File: config.mk
export PLATFORM = sky130hd
export DESIGN_NAME = lsu_sequencer
export DESIGN_NICKNAME = d
export VERILOG_FILES = /design/src/rtl/core_pkg.sv /design/src/rtl/lsu_align.sv /design/src/rtl/lsu_sequencer.sv
export SDC_FILE = /design/constraint.sdc
export NUM_CORES = 1
export LEC_CHECK = 0
export ABC_AREA = 1
export CAP_MARGIN = 5
export CORE_ASPECT_RATIO = 0.6
export CORE_MARGIN = 2
export CORE_UTILIZATION = 50
export DETAILED_ROUTE_END_ITERATION = 10
export HOLD_SLACK_MARGIN = 0.1
export PLACE_DENSITY = 0.84
export SYNTH_ARGS = -nofsm -noshare
export SYNTH_HDL_FRONTEND = slang
export SYNTH_HIERARCHICAL = 1
export SYNTH_SLANG_ARGS = --single-unit
File: constraint.sdc
create_clock -name clk -period 3.9 [get_ports clk]
set_input_delay 0.39 -clock clk [delete_from_list [all_inputs] [get_ports clk]]
set_output_delay 0.39 -clock clk [all_outputs]
set_load 0.02 [all_outputs]
File: src/rtl/core_pkg.sv
// Shared encodings for the load/store unit: decoder store_size codes,
// load funct3 codes and the sequencer state type.
package core_pkg;

  localparam logic [1:0] SZ_BYTE = 2'b00;
  localparam logic [1:0] SZ_HALF = 2'b01;
  localparam logic [1:0] SZ_WORD = 2'b10;
  localparam logic [1:0] SZ_LOAD = 2'b11;

  localparam logic [2:0] F3_LB  = 3'b000;
  localparam logic [2:0] F3_LH  = 3'b001;
  localparam logic [2:0] F3_LW  = 3'b010;
  localparam logic [2:0] F3_LBU = 3'b100;
  localparam logic [2:0] F3_LHU = 3'b101;

  typedef enum logic [1:0] {
    IDLE = 2'b00,
    REQ  = 2'b01,
    DONE = 2'b10
  } lsu_state_t;

  // Size uses store_size encoding; 2'b11 (odd load funct3) is treated as a word.
  function automatic logic is_misaligned(input logic [1:0] size, input logic [1:0] off);
    logic mis;
    case (size)
      SZ_BYTE: mis = 1'b0;
      SZ_HALF: mis = off[0];
      default: mis = (off != 2'b00);
    endcase
    return mis;
  endfunction

endpackage

File: src/rtl/lsu_align.sv
// Byte-lane steering for stores and lane extract plus sign/zero extension
// for loads against a 32-bit word-addressed memory. Purely combinational.
module lsu_align
  import core_pkg::*;
(
  input  logic [1:0]  off,
  input  logic [1:0]  store_size,
  input  logic [31:0] store_data,
  input  logic [2:0]  funct3,
  input  logic [31:0] rdata,
  output logic [3:0]  wmask,
  output logic [31:0] wdata,
  output logic [31:0] load_data
);

  logic [7:0]  byte_sel;
  logic [15:0] half_sel;

  always_comb begin
    wmask = 4'b0000;
    case (store_size)
      SZ_BYTE: wmask = 4'b0001 << off;
      SZ_HALF: wmask = 4'b0011 << off;
      SZ_WORD: wmask = 4'b1111;
      default: wmask = 4'b0000;
    endcase
  end

  // Replicating the narrow datum into every lane lets the mask alone pick the target.
  for (genvar gi = 0; gi < 4; gi++) begin : g_lane
    assign wdata[8*gi +: 8] = (store_size == SZ_BYTE) ? store_data[7:0] :
                              (store_size == SZ_HALF) ? store_data[8*(gi%2) +: 8] :
                                                        store_data[8*gi +: 8];
  end

  assign byte_sel = rdata[{off, 3'b000} +: 8];
  assign half_sel = off[1] ? rdata[31:16] : rdata[15:0];

  always_comb begin
    load_data = rdata;
    case (funct3)
      F3_LB:   load_data = {{24{byte_sel[7]}}, byte_sel};
      F3_LH:   load_data = {{16{half_sel[15]}}, half_sel};
      F3_LBU:  load_data = {24'h000000, byte_sel};
      F3_LHU:  load_data = {16'h0000, half_sel};
      default: load_data = rdata;
    endcase
  end

endmodule

File: src/rtl/lsu_sequencer.sv
// Data-memory port sequencer: turns one decoded load/store into a req/ready
// transaction, stalls the core meanwhile, and reports misalignment and timeouts.
module lsu_sequencer
  import core_pkg::*;
#(
  parameter int TIMEOUT = 16,
  parameter int XLEN    = 32
) (
  input  logic            clk,
  input  logic            reset,
  input  logic            memory_en,
  input  logic [1:0]      store_size,
  input  logic [2:0]      funct3,
  input  logic [XLEN-1:0] addr,
  input  logic [XLEN-1:0] wdata,
  output logic            stall,
  output logic            load_valid,
  output logic [XLEN-1:0] load_data,
  output logic            err_misaligned,
  output logic            err_bus,
  output logic            mem_req,
  output logic            mem_we,
  output logic [XLEN-1:0] mem_addr,
  output logic [3:0]      mem_wmask,
  output logic [XLEN-1:0] mem_wdata,
  input  logic [XLEN-1:0] mem_rdata,
  input  logic            mem_ready
);

  localparam int CNT_W = $clog2(TIMEOUT + 1);
  localparam logic [CNT_W-1:0] CNT_LAST = CNT_W'(TIMEOUT - 1);

  lsu_state_t      state_reg, state_next;
  logic [CNT_W-1:0] cnt_reg;
  logic [XLEN-1:0] addr_reg, wdata_reg, load_data_reg;
  logic [1:0]      size_reg;
  logic [2:0]      funct3_reg;
  logic            err_reg;

  logic [1:0]      access_size;
  logic            misaligned;
  logic            is_load;
  logic [3:0]      align_wmask;
  logic [31:0]     align_wdata, align_load;

  assign access_size = (store_size == SZ_LOAD) ? funct3[1:0] : store_size;
  assign misaligned  = is_misaligned(access_size, addr[1:0]);
  assign is_load     = (size_reg == SZ_LOAD);

  lsu_align u_align (
    .off        (addr_reg[1:0]),
    .store_size (size_reg),
    .store_data (wdata_reg),
    .funct3     (funct3_reg),
    .rdata      (mem_rdata),
    .wmask      (align_wmask),
    .wdata      (align_wdata),
    .load_data  (align_load)
  );

  always_comb begin
    state_next     = state_reg;
    stall          = 1'b0;
    err_misaligned = 1'b0;
    mem_req        = 1'b0;
    mem_we         = 1'b0;
    mem_addr       = '0;
    mem_wmask      = 4'b0000;
    mem_wdata      = '0;
    load_valid     = 1'b0;
    err_bus        = 1'b0;
    load_data      = load_data_reg;
    case (state_reg)
      IDLE: begin
        if (memory_en) begin
          if (misaligned) begin
            err_misaligned = 1'b1;
          end else begin
            stall      = 1'b1;
            state_next = REQ;
          end
        end
      end
      REQ: begin
        stall     = 1'b1;
        mem_req   = 1'b1;
        mem_we    = !is_load;
        mem_addr  = {addr_reg[XLEN-1:2], 2'b00};
        mem_wmask = is_load ? 4'b0000 : align_wmask;
        mem_wdata = align_wdata;
        if (mem_ready || (cnt_reg == CNT_LAST)) state_next = DONE;
      end
      DONE: begin
        load_valid = is_load && !err_reg;
        err_bus    = err_reg;
        if (err_reg) load_data = '0;
        state_next = IDLE;
      end
      default: state_next = IDLE;
    endcase
  end

  always_ff @(posedge clk) begin
    if (reset) begin
      state_reg     <= IDLE;
      cnt_reg       <= '0;
      addr_reg      <= '0;
      wdata_reg     <= '0;
      size_reg      <= SZ_BYTE;
      funct3_reg    <= 3'b000;
      err_reg       <= 1'b0;
      load_data_reg <= '0;
    end else begin
      state_reg <= state_next;
      case (state_reg)
        IDLE: begin
          cnt_reg <= '0;
          err_reg <= 1'b0;
          if (memory_en && !misaligned) begin
            addr_reg   <= addr;
            wdata_reg  <= wdata;
            size_reg   <= store_size;
            funct3_reg <= funct3;
          end
        end
        REQ: begin
          if (mem_ready) begin
            if (is_load) load_data_reg <= align_load;
          end else if (cnt_reg == CNT_LAST) begin
            err_reg <= 1'b1;
          end else begin
            cnt_reg <= cnt_reg + 1'b1;
          end
        end
        default: begin
          cnt_reg <= '0;
          err_reg <= 1'b0;
        end
      endcase
    end
  end

endmodule

After elaboration in Yosys (flattened, before gate mapping)
Index checks and enable logic that the tools add are counted.
- word-level logic and storage cells: 76
- output and inout port bits: 106
- register bits: 109
- bits of input ports: 105
- shift operators: 3
- muxes and demuxes: 30
- add/subtract/negate cells: 1
- bitwise gates (word level): 3
- eq/ne operators: 14
- reductions and logical operators: 17
- operator list (cell ; number):
    $mux W32 ; 4
    $pmux W32 S4 ; 1
    $mux W8 ; 5
    $shiftx A32 B6 Y8 ; 1
    $mux W16 ; 1
    $pmux W4 S3 ; 1
    $mux W1 ; 9
    $eq A2 B2 Y1 const B ; 4
    $mux W2 ; 4
    $mux W4 ; 2
    $eq A2 B1 Y1 const B ; 3
    $eq A3 B3 Y1 const B ; 2
    $logic_not A2 Y1 ; 3
    $ne A2 B2 Y1 const B ; 3
    $reduce_and A2 Y1 ; 3
    $reduce_and A3 Y1 ; 2
    $add A5 B1 Y5 const B ; 1
    $eq A5 B4 Y1 const B ; 1
    $pmux W1 S2 ; 2
    $pmux W2 S2 ; 1
    $shl A1 B2 Y4 const A ; 1
    $shl A2 B2 Y4 const A ; 1
    $eq A3 B1 Y1 const B ; 1
    $logic_not A1 Y1 ; 3
    6 further kinds ; 9

Logic depth before layout (Yosys ltp)
Gate-level depths: netlist of run 1.
- depth in word-level cells: 7
- mapped depth: 10
- mapped depth without buffers: 9

By module
The synthesis of run 1 kept the hierarchy.
- modules (own cells, without submodules) (module ; seq. area each (µm²) ; area each (µm²) ; times used ; cells an instance):
    lsu_sequencer ; 2182.1 ; 5740.5 ; 1 ; 968
    lsu_align ; 0.0 ; 1330.0 ; 1 ; 295

Worst setup path after synthesis of run 1
OpenSTA, ideal clock, no wires.
- kind: input-to-output
- from: input port memory_en
- to: output port err_misaligned
- stages on the path: 4
- data arrival time: 1.374 ns
- setup slack: 2.136 ns
- data required time: 3.510 ns
- buffers on the path: 1
- path through: nand2_1 > nor2_2 > buf_2 > a21boi_0
- longest elaborated chain between the ends: 2
- RTL lines (what ; line ; text):
    start, declared ; lsu_sequencer.sv:11 ; input logic memory_en,
    $mux W1 ; lsu_sequencer.sv:75 ; if (memory_en) begin
    $mux W1 ; lsu_sequencer.sv:73 ; case (state_reg)
    end, declared ; lsu_sequencer.sv:19 ; output logic err_misaligned,
No other way between the ends.

Worst setup path in the final report of run 1
- from: register size_reg[1]
- to: output port mem_wdata[9]
- longest elaborated chain between the ends: 3
- RTL lines (what ; line ; text):
    start, declared ; lsu_sequencer.sv:36 ; logic [1:0] size_reg;
    start signal, assigned ; lsu_sequencer.sv:122 ; size_reg <= store_size;
    $logic_not A2 Y1 ; - ;
    $mux W8 ; lsu_align.sv:31 ; assign wdata[8*gi +: 8] = (store_size == SZ_BYTE) ? store_data[7:0] :
    named net align_wdata[9] ; lsu_sequencer.sv:44 ; logic [31:0] align_wdata, align_load;
    $mux W32 ; lsu_sequencer.sv:73 ;
    end, declared ; lsu_sequencer.sv:25 ; output logic [XLEN-1:0] mem_wdata,
The timed path passes the listed nets, and every way through them passes these cells.

==> results of run 1 <==
## layer usage
metal | part of all wire, % | track usage [%]
met5 | 0 | 0
met4 | 1.5 | 6.97
met3 | 9.6 | 6.03
met2 | 41 | 40.0
met1 | 48 | 42.6
## stage by stage
stage / instances / hold WS, ns
3_3_place_gp: 1595 / 0.467
2_1_floorplan: 1264 / 0.455
3_5_place_dp: 1595 / 0.474
6_report: 1611 / 0.488
5_1_grt: 1611 / 0.511
4_1_cts: 1611 / 0.491
## logic make-up (layout without fill, tap and decap cells)
logic type,after synthesis,after routing,share of synthesized area [%]
fa+ha+maj,2,2,0.354
other cells,1,2,0.0530
flops,109,109,30.9
simple gates,699,699,41.4
buf+inv,391,546,22.5
compound gates,60,60,4.71
xor+xnor,1,1,0.124
## path summary, 6_finish.rpt
check	end	from	cells past startpoint	slack, ns
worst max-delay path	mem_wdata[9]	size_reg[1]	7	1.0
worst min-delay path	load_data_reg[20]	load_data_reg[20]	2	0.49
worst max register to register	load_data_reg[1]	size_reg[1]	8	1.62
worst min register to register	load_data_reg[20]	load_data_reg[20]	2	0.49
## Yosys cell counts (all sizes together)
cell type | count | area, um^2
conb | 1 | 3.75
a21boi | 1 | 7.51
dfxtp | 109 | 2180
a211oi | 1 | 7.51
or2 | 8 | 50.1
clkbuf | 23 | 86.3
nand4 | 70 | 438
o22ai | 1 | 6.26
a21oi | 4 | 20.0
nor3 | 1 | 5.00
o21a | 1 | 7.51
nor2 | 222 | 846
nand3b | 1 | 20.0
o21ai | 44 | 224
xor2 | 1 | 8.76
nand2 | 342 | 1290
a22oi | 7 | 52.6
nand3 | 55 | 285
inv | 310 | 1160
buf | 58 | 338
o211ai | 1 | 7.51
ha | 2 | 25.0
## cells in the final DEF (no fill, tap or decap), types with 2 or more instances in the layout
cell type | Yosys | routed
nand2_1 | 341 | 339
inv_1 | 303 | 302
nor2_1 | 219 | 219
clkdlybuf4s50_1 | 0 | 208
dfxtp_1 | 109 | 109
nand4_1 | 70 | 70
nand3_1 | 53 | 53
o21ai_0 | 24 | 24
o21ai_1 | 19 | 19
buf_4 | 16 | 12
clkbuf_16 | 0 | 9
inv_2 | 7 | 8
or2_1 | 7 | 7
a22oi_1 | 7 | 7
a21oi_1 | 4 | 4
nand2_2 | 1 | 3
nand3_2 | 2 | 2
nor2_4 | 1 | 2
ha_1 | 2 | 2
conb_1 | 1 | 2
inv_6 | 0 | 2
clkinv_4 | 0 | 2
## power groups by stage
stage	logic [uW]	registers [uW]	clock network, uW
2_1_floorplan	543	1230	0
3_3_place_gp	770	1260	0
3_5_place_dp	781	1260	0
5_1_grt	899	1240	994
4_1_cts	786	1240	951
6_report	793	1240	937
## critical path, stage by stage, from the launching register on
cell and delay (ns):
dfxtp_1 0.44, buf_4 0.25, nor2_1 0.40, nand2_1 0.13
nand2_1 0.10, inv_1 0.04, nor2_1 0.09, clkdlybuf4s50_1 0.72
## layout make-up
cell class / instances / area (um^2) / share of cell area (%)
well taps: 192 / 240 / 2.56
inverters: 310 / 1160 / 12.4
clock buffers: 10 / 229 / 2.44
flip-flops and latches: 109 / 2180 / 23.3
clock inverters: 6 / 70.1 / 0.748
repair buffers: 220 / 2170 / 23.2
multi-input cells: 764 / 3310 / 35.4
==> results.toml, run 1 <==
[synthesis]
synth_area_um2 = 7070
ys.warnings.count = 6
ys_ff_latch = 109
synth.distinct_cells = 33
synth.yosys.seq_area_share_pct = 30.9
syn_avg_cell_area_um2 = 5.60
postSynthCellCount = 1263

[floorplan]
die_w_um = 158
rows = 33
die_y_um = 96.1
dieArea_um2 = 15100
core_um2 = 13700
ioPinCount = 211
initial_utilization_pct = 51.4

[setup_path]
crit_fanout = 15
endpoint_kind = "primary output"
startpoint_type = "flip-flop"
crit_type = "flip-flop to primary output"
critPathArrivalTime_ns = 2.51
required_ns = 3.51

[pwr]
power_switching_uw = 963
power_density_nw_per_um2 = 317
power_uw = 2970
p_leak_uw = 0.00492
swShare_pct = 32.5
p_int_uw = 2000
clock_power_share_pct = 31.6
power_frac_comb_pct = 26.7
pwr-share-seq_pct = 41.7
peakVddDrop_v = 0.000241

[job]
cap_violations = 0

[detailed_routing]
vias_per_cell = 4.73
wirelength_um = 21000
dr.first_iter.drc_count = 746
drt_first_pass_iters = 5
drc = 0
detail-route-antenna-nets = 0
vias = 7616
avgRoutedWirePerCell_um = 13.0

[placed_design]
gp_congestion = 0.990
io_buffer_count = 208
hpwl_um = 15400
dp_worst_setup_slack_ns = 1.34
postPlaceCellArea_um2 = 9070

[clock_tree]
root_buffer = "clkbuf_16"
postCtsHoldBufs = 0
cts_resized = 0
htreeDepth = 3
clk_latency_ns = 0.34
cts.reportedPaths.clkPinSlew_ns = 0.07
cts_tree = "yes"
tritoncts.num_buffers = 9
cts.path.max_buffers = 2
post_cts_buffers = 0
clock_sinks = 109

[sta]
slew_viol_final = 0
hold_violations = 0
worst_clock_skew_ns = 0.00516
setup_slack_ns = 0.998
fin_crit_sh_pct = 74.4
fmax_ghz = 0.345
setup-violations-final = 0
period_needed_ns = 2.90
slew_headroom_pct = 37.7
final.setup.tns_ns = 0
rsz0062_at_grt = "no"
tightestPinTransition_ns = 0.931

[grt]
grt_start_max_net_pins = 71
gr-total-overflow = 0
antenna_found_initial = 0
grt_pass1_vias = 6702
grt.total_usage_pct = 28.1
grt_first_pass_wirelength_um = 33600

[final_layout]
post-route-util_pct = 68.2
diodes = 0
final_area_um2 = 9370
fillers = 1238
nets = 1521
area_delta_synth_final_pct = 32.5
final_layout_size_suffix_gt1_share_pct = 3.24

[run_status]
status = "finished, final reports clean"

[hold_path]
min_path_type = "flip-flop to flip-flop"
Power figures use the tool's default switching activity.
==> run 2, diff against run 1 <==
CORE_UTILIZATION = 44   (was 50)
PLACE_DENSITY = 0.78   (was 0.84)
clock period = 2.4 ns   (was 3.9 ns; I/O delays follow)
==> run 2 against run 1 <==
  * Power grew 61%
  * Clock skew is 0.0024 ns higher
  * Setup slack worse by 0.86 ns
  * Critical path depth rose by 1
  * Non-clock buffer count is 7 higher
  * Core utilization down 7.2 points
  * Clock power is 55% higher
  * Wire length up 1.3%
  * Critical path type unchanged
  * Largest cell class unchanged
==> results.toml, run 2 (synthesized netlist as in run 1, its figures left out) <==
[run_status]
status = "finished, final reports clean"

[setup_path]
r2r_end = "funct3_reg[1]"
crit_fanout = 32
rrSetupSlack_ns = 0.60
startpoint_type = "flip-flop"
r2r_start = "state_reg[1]"
endpoint_kind = "primary output"
r2r_cells = 7
crit_type = "flip-flop to primary output"
critPathArrivalTime_ns = 2.02
required_ns = 2.16

[final_layout]
final_layout_size_suffix_gt1_share_pct = 3.79
final_cell_mix = "nand2_1, inv_1, nor2_1, clkdlybuf4s50_1, dfxtp_1"
nets = 1528
fin_cells = 1629
layout_commonest_cell = "nand2_1"
final_area_um2 = 9480
fillers = 1545
multi_input_area_um2 = 3310
diodes = 0
seqCellArea_um2 = 2180
area_delta_synth_final_pct = 34.1

[hold_path]
min_path_type = "flip-flop to flip-flop"
hold_depth = 2
whs_endpoint = "load_data_reg[16]"
min_from = "load_data_reg[16]"

[grt]
grt_start_max_net_pins = 71
grt.total_usage_pct = 24.7
gr-total-overflow = 0
grt_pass1_vias = 6671
grt_first_pass_wirelength_um = 34000
antenna_found_initial = 0

[sta]
slew_headroom_pct = 50.6
final.setup.tns_ns = 0
hold_violations = 0
fmax_ghz = 0.442
whs_ns = 0.485
setup-violations-final = 0
period_needed_ns = 2.26
slew_viol_final = 0
rsz0062_at_grt = "no"
fin_crit_sh_pct = 94.3
worst_clock_skew_ns = 0.00756
tightestPinTransition_ns = 0.742

[detailed_routing]
detail-route-antenna-nets = 0
avgRoutedWirePerCell_um = 13.1
vias = 7679
drc = 0
dr.first_iter.drc_count = 710
drt_first_pass_iters = 5
vias_per_cell = 4.71
wirelength_um = 21300

[pwr]
pwr-share-seq_pct = 41.9
p_leak_uw = 0.00530
power_switching_uw = 1600
power_frac_comb_pct = 27.7
swShare_pct = 33.6
power_density_nw_per_um2 = 504
peakVddDrop_v = 0.000329
p_int_uw = 3170
clock_power_share_pct = 30.4

[clock_tree]
root_buffer = "clkbuf_16"
post_cts_buffers = 0
tritoncts.num_buffers = 9
cts.path.max_buffers = 2
htreeDepth = 3
cts_tree = "yes"
clk_latency_ns = 0.35
clock_sinks = 109
cts.reportedPaths.clkPinSlew_ns = 0.07

[floorplan]
core_um2 = 15500
dieArea_um2 = 17100
die_w_um = 168
initial_utilization_pct = 45.5
ioPinCount = 211
die_y_um = 102
rows = 35

[placed_design]
io_buffer_count = 208
postPlaceCellArea_um2 = 9150
dp_cells = 1613
gp_congestion = 0.930
hpwl_um = 15600

[job]
cap_violations = 0
-- run 2: cell count changes in the layout (fill, tap and decap cells not counted), moves of 2 or more --
cell | before | now
buf_4 | 12 | 17
clkdlybuf4s50_1 | 208 | 187
dlygate4sd2_1 | 0 | 3
dlymetal6s2s_1 | 0 | 18
inv_8 | 0 | 2
-- run 2: worst max-delay path, cell delays in order (launching register included) --
cell             delay (ns)
dfxtp_1                0.42
nor2_1                 0.07
inv_1                  0.07
nor2_1                 0.05
inv_1                  0.06
buf_6                  0.23
nand2_1                0.10
inv_1                  0.07
clkdlybuf4s50_1        0.60
-- run 2: area by class of cell --
cell class | count | area share (%)
Multi-Input combinational cell | 764 | 35.0
Timing Repair Buffer | 227 | 24.1
Clock buffer | 9 | 2.38
Inverter | 310 | 12.3
Tap cell | 203 | 2.68
Sequential cell | 109 | 23.0
Clock inverter | 7 | 0.607
-- run 2: how the worst max path moves through the flow --
stage	start	slack, ns	to
floorplan	state_reg[1]	0.84	err_misaligned
global placement	store_size[1]	0.24	addr_reg[0]
detailed placement	addr[0]	0.26	addr_reg[5]
CTS	size_reg[0]	0.0008	mem_wdata[8]
global route	state_reg[0]	0.03	load_data[30]
finish	state_reg[0]	0.14	load_data[7]
-- run 2: routing by layer --
layer	GRT usage (%)	up-vias	wire length, um
met3	4.38	16	1790
met4	5.48	0	231
li1	-	4008	-
met2	35.0	291	8490
met1	38.4	3364	10800
met5	0	-	0
-- run 2: what timing repair did --
item / CTS / global route
setup endpoints to repair: 3 / 48
resized for setup: 3 / 19
hold buffers: 0 / 0
-- run 2: power groups by stage --
stage                     logic [uW]  clock network (uW)  registers [uW]
after floorplan                  883                   0            2010
after global placement          1290                   0            2030
after detailed placement        1310                   0            2040
after CTS                       1310                1500            1990
after global routing            1490                1570            2010
final                           1320                1450            2000
-- run 2: stage by stage --
step	worst slack [ns]	total power (uW)	utilization [%]
2_1_floorplan	0.836	2890	-
3_3_place_gp	0.236	3320	58.9
3_5_place_dp	0.255	3340	58.9
4_1_cts	0.000811	4800	60.7
5_1_grt	0.0265	5060	61.0
6_report	0.136	4770	61.0
==> run 3, diff against run 2 <==
ABC_AREA = unset   (was 1)
CORE_UTILIZATION = 43   (was 44)
==> run 3 against run 2 <==
  * Count of clock-buffer cells in the layout increased by 1
  * Largest power group unchanged
  * First-iteration DRC count decreased by 44%
  * Clock skew increased by 0.0073 ns
  * Critical path type is now input pin to primary output
  * Largest cell class unchanged
  * Non-clock buffer count increased by 10
  * Flip-flop and latch count unchanged
  * Via count decreased by 25%
==> results.toml, run 3 <==
[final_layout]
diodes = 0
area_delta_synth_final_pct = 38.7
layout_commonest_cell = "clkdlybuf4s50_1"
nets = 1058
final_cell_mix = "clkdlybuf4s50_1, nand2b_1, dfxtp_1, and2_1, mux2i_1"
final_layout_size_suffix_gt1_share_pct = 8.26

[sta]
fin_crit_sh_pct = 95.5
period_needed_ns = 2.29
hold_violations = 0
rsz0062_at_grt = "no"
slew_headroom_pct = 62.6
fmax_ghz = 0.436
final.setup.tns_ns = 0
tightestPinTransition_ns = 0.556
setup-violations-final = 0
slew_viol_final = 0
worst_clock_skew_ns = 0.0149

[clock_tree]
htreeDepth = 3
clk_latency_ns = 0.35
root_buffer = "clkbuf_16"
post_cts_buffers = 0
cts_tree = "yes"
cts.path.max_buffers = 2
cts.reportedPaths.clkPinSlew_ns = 0.08
clock_sinks = 109
tritoncts.num_buffers = 9

[detailed_routing]
drt_first_pass_iters = 5
vias_per_cell = 4.95
vias = 5741
avgRoutedWirePerCell_um = 15.9
drc = 0
dr.first_iter.drc_count = 400
wirelength_um = 18400
detail-route-antenna-nets = 0

[run_status]
status = "finished, final reports clean"

[floorplan]
initial_utilization_pct = 43.4
rows = 35
die_y_um = 100
ioPinCount = 211
die_w_um = 164
dieArea_um2 = 16400
core_um2 = 15200

[hold_path]
min_path_type = "input pin to flip-flop"
whs_endpoint = "load_data_reg[15]"
hold_depth = 2
min_from = "reset"

[pwr]
peakVddDrop_v = 0.000357
power_frac_comb_pct = 22.1
swShare_pct = 27.9
p_leak_uw = 0.00370
power_switching_uw = 1220
power_density_nw_per_um2 = 479
p_int_uw = 3160
clock_power_share_pct = 33.3
power_uw = 4390
pwr-share-seq_pct = 44.6

[synthesis]
postSynthCellCount = 775
synth.yosys.seq_area_share_pct = 33.1
synth.area.top_cells = "dfxtp_1, mux2i_1, nand2b_1"
synthTopCellsByCount = "nand2b_1, dfxtp_1, and2_1"
async_flop_share_pct = 0
synth_flop_cell = "dfxtp_1"
netlist.top_cell.by_area = "dfxtp_1"
synth_edf_count = 0
ys_ff_latch = 109
synth_area_um2 = 6600
synth.most_common_cell = "nand2b_1"
syn_avg_cell_area_um2 = 8.51
ys.warnings.count = 6
synth_top_area_share_pct = 33.1
synth.distinct_cells = 46

[setup_path]
r2r_start = "funct3_reg[0]"
required_ns = 2.16
rrSetupSlack_ns = 0.48
critPathArrivalTime_ns = 2.05
endpoint_kind = "primary output"
crit_fanout = 2
startpoint_type = "input pin"
r2r_cells = 5
r2r_end = "load_data_reg[6]"
crit_type = "input pin to primary output"

[placed_design]
gp_congestion = 0.887
hpwl_um = 13200
io_buffer_count = 208

[grt]
grt.total_usage_pct = 22.3
grt_start_max_net_pins = 71
grt_first_pass_wirelength_um = 28900
antenna_found_initial = 0
gr-total-overflow = 0
grt_pass1_vias = 5521

[job]
cap_violations = 0
run 3: layout make-up:
class / instances / area, um^2
Clock buffer: 10 / 239
Clock inverter: 6 / 45.0
Fill cell: 1382 / 6050
Inverter: 7 / 26.3
Multi-Input combinational cell: 587 / 4000
Sequential cell: 109 / 2190
Tap cell: 203 / 254
Timing Repair Buffer: 237 / 2400
run 3: worst max-delay path by stage:
stage	from	endpoint	slack, ns	cells after the start
2_1_floorplan	cnt_reg[0]	cnt_reg[3]	0.74	7
3_3_place_gp	funct3[1]	stall	0.09	7
3_5_place_dp	funct3[1]	stall	0.06	7
4_1_cts	state_reg[1]	mem_wmask[1]	0.05	5
5_1_grt	size_reg[1]	load_valid	0.0009	3
6_report	funct3[1]	err_misaligned	0.11	7
run 3: kinds of logic (layout without fill, tap and decap cells):
group	count (synthesis)	count (layout)	share of synthesized area [%]
simple gates	361	361	31.2
xor+xnor	3	3	0.398
buf+inv	80	260	6.47
flops	109	109	33.1
compound gates	105	105	10.7
fa+ha+maj	2	2	0.379
other cells	1	2	0.0568
mux	114	114	17.7
run 3: critical path: stages:
cell,delay (ns)
clkdlybuf4s50_1,0.48
nand2b_2,0.13
nor3b_2,0.05
nor3_1,0.24
buf_4,0.17
and2_1,0.11
clkdlybuf4s50_1,0.63
run 3: metrics by stage:
| stage | util [%] | cell area (um^2) | setup slack (ns) | std cells | hold slack (ns) |
|---|---|---|---|---|---|
| final | 60.2 | 9150 | 0.108 | 1159 | 0.397 |
| after global placement | 58.0 | 8820 | 0.0911 | 1143 | 0.437 |
| after global routing | 60.2 | 9150 | 0.000899 | 1159 | 0.430 |
| after floorplan | - | 6600 | 0.737 | 776 | 0.395 |
| after CTS | 59.9 | 9100 | 0.0465 | 1159 | 0.385 |
| after detailed placement | 58.0 | 8820 | 0.0630 | 1143 | 0.443 |
run 3: routing by layer:
layer  part of all wire [%]  vias to the layer above  GRT usage [%]
li1                       -                     2917              -
met1                     50                     2613           32.5
met2                     39                      188           31.4
met3                    8.3                       23           7.40
met4                    1.8                        0           5.53
met5                      0                        -              0
run 3: what timing repair did:
action | CTS | global route
endpoints found under the setup margin | 11 | 23
gates resized for setup | 3 | 19
hold buffers | 0 | 0
run 3: power groups by stage:
stage / clock, uW / combinational, uW / sequential, uW
2_1_floorplan: 0 / 619 / 1970
3_3_place_gp: 0 / 956 / 2000
3_5_place_dp: 0 / 965 / 2000
4_1_cts: 1510 / 969 / 1960
5_1_grt: 1590 / 1040 / 1970
6_report: 1460 / 970 / 1960
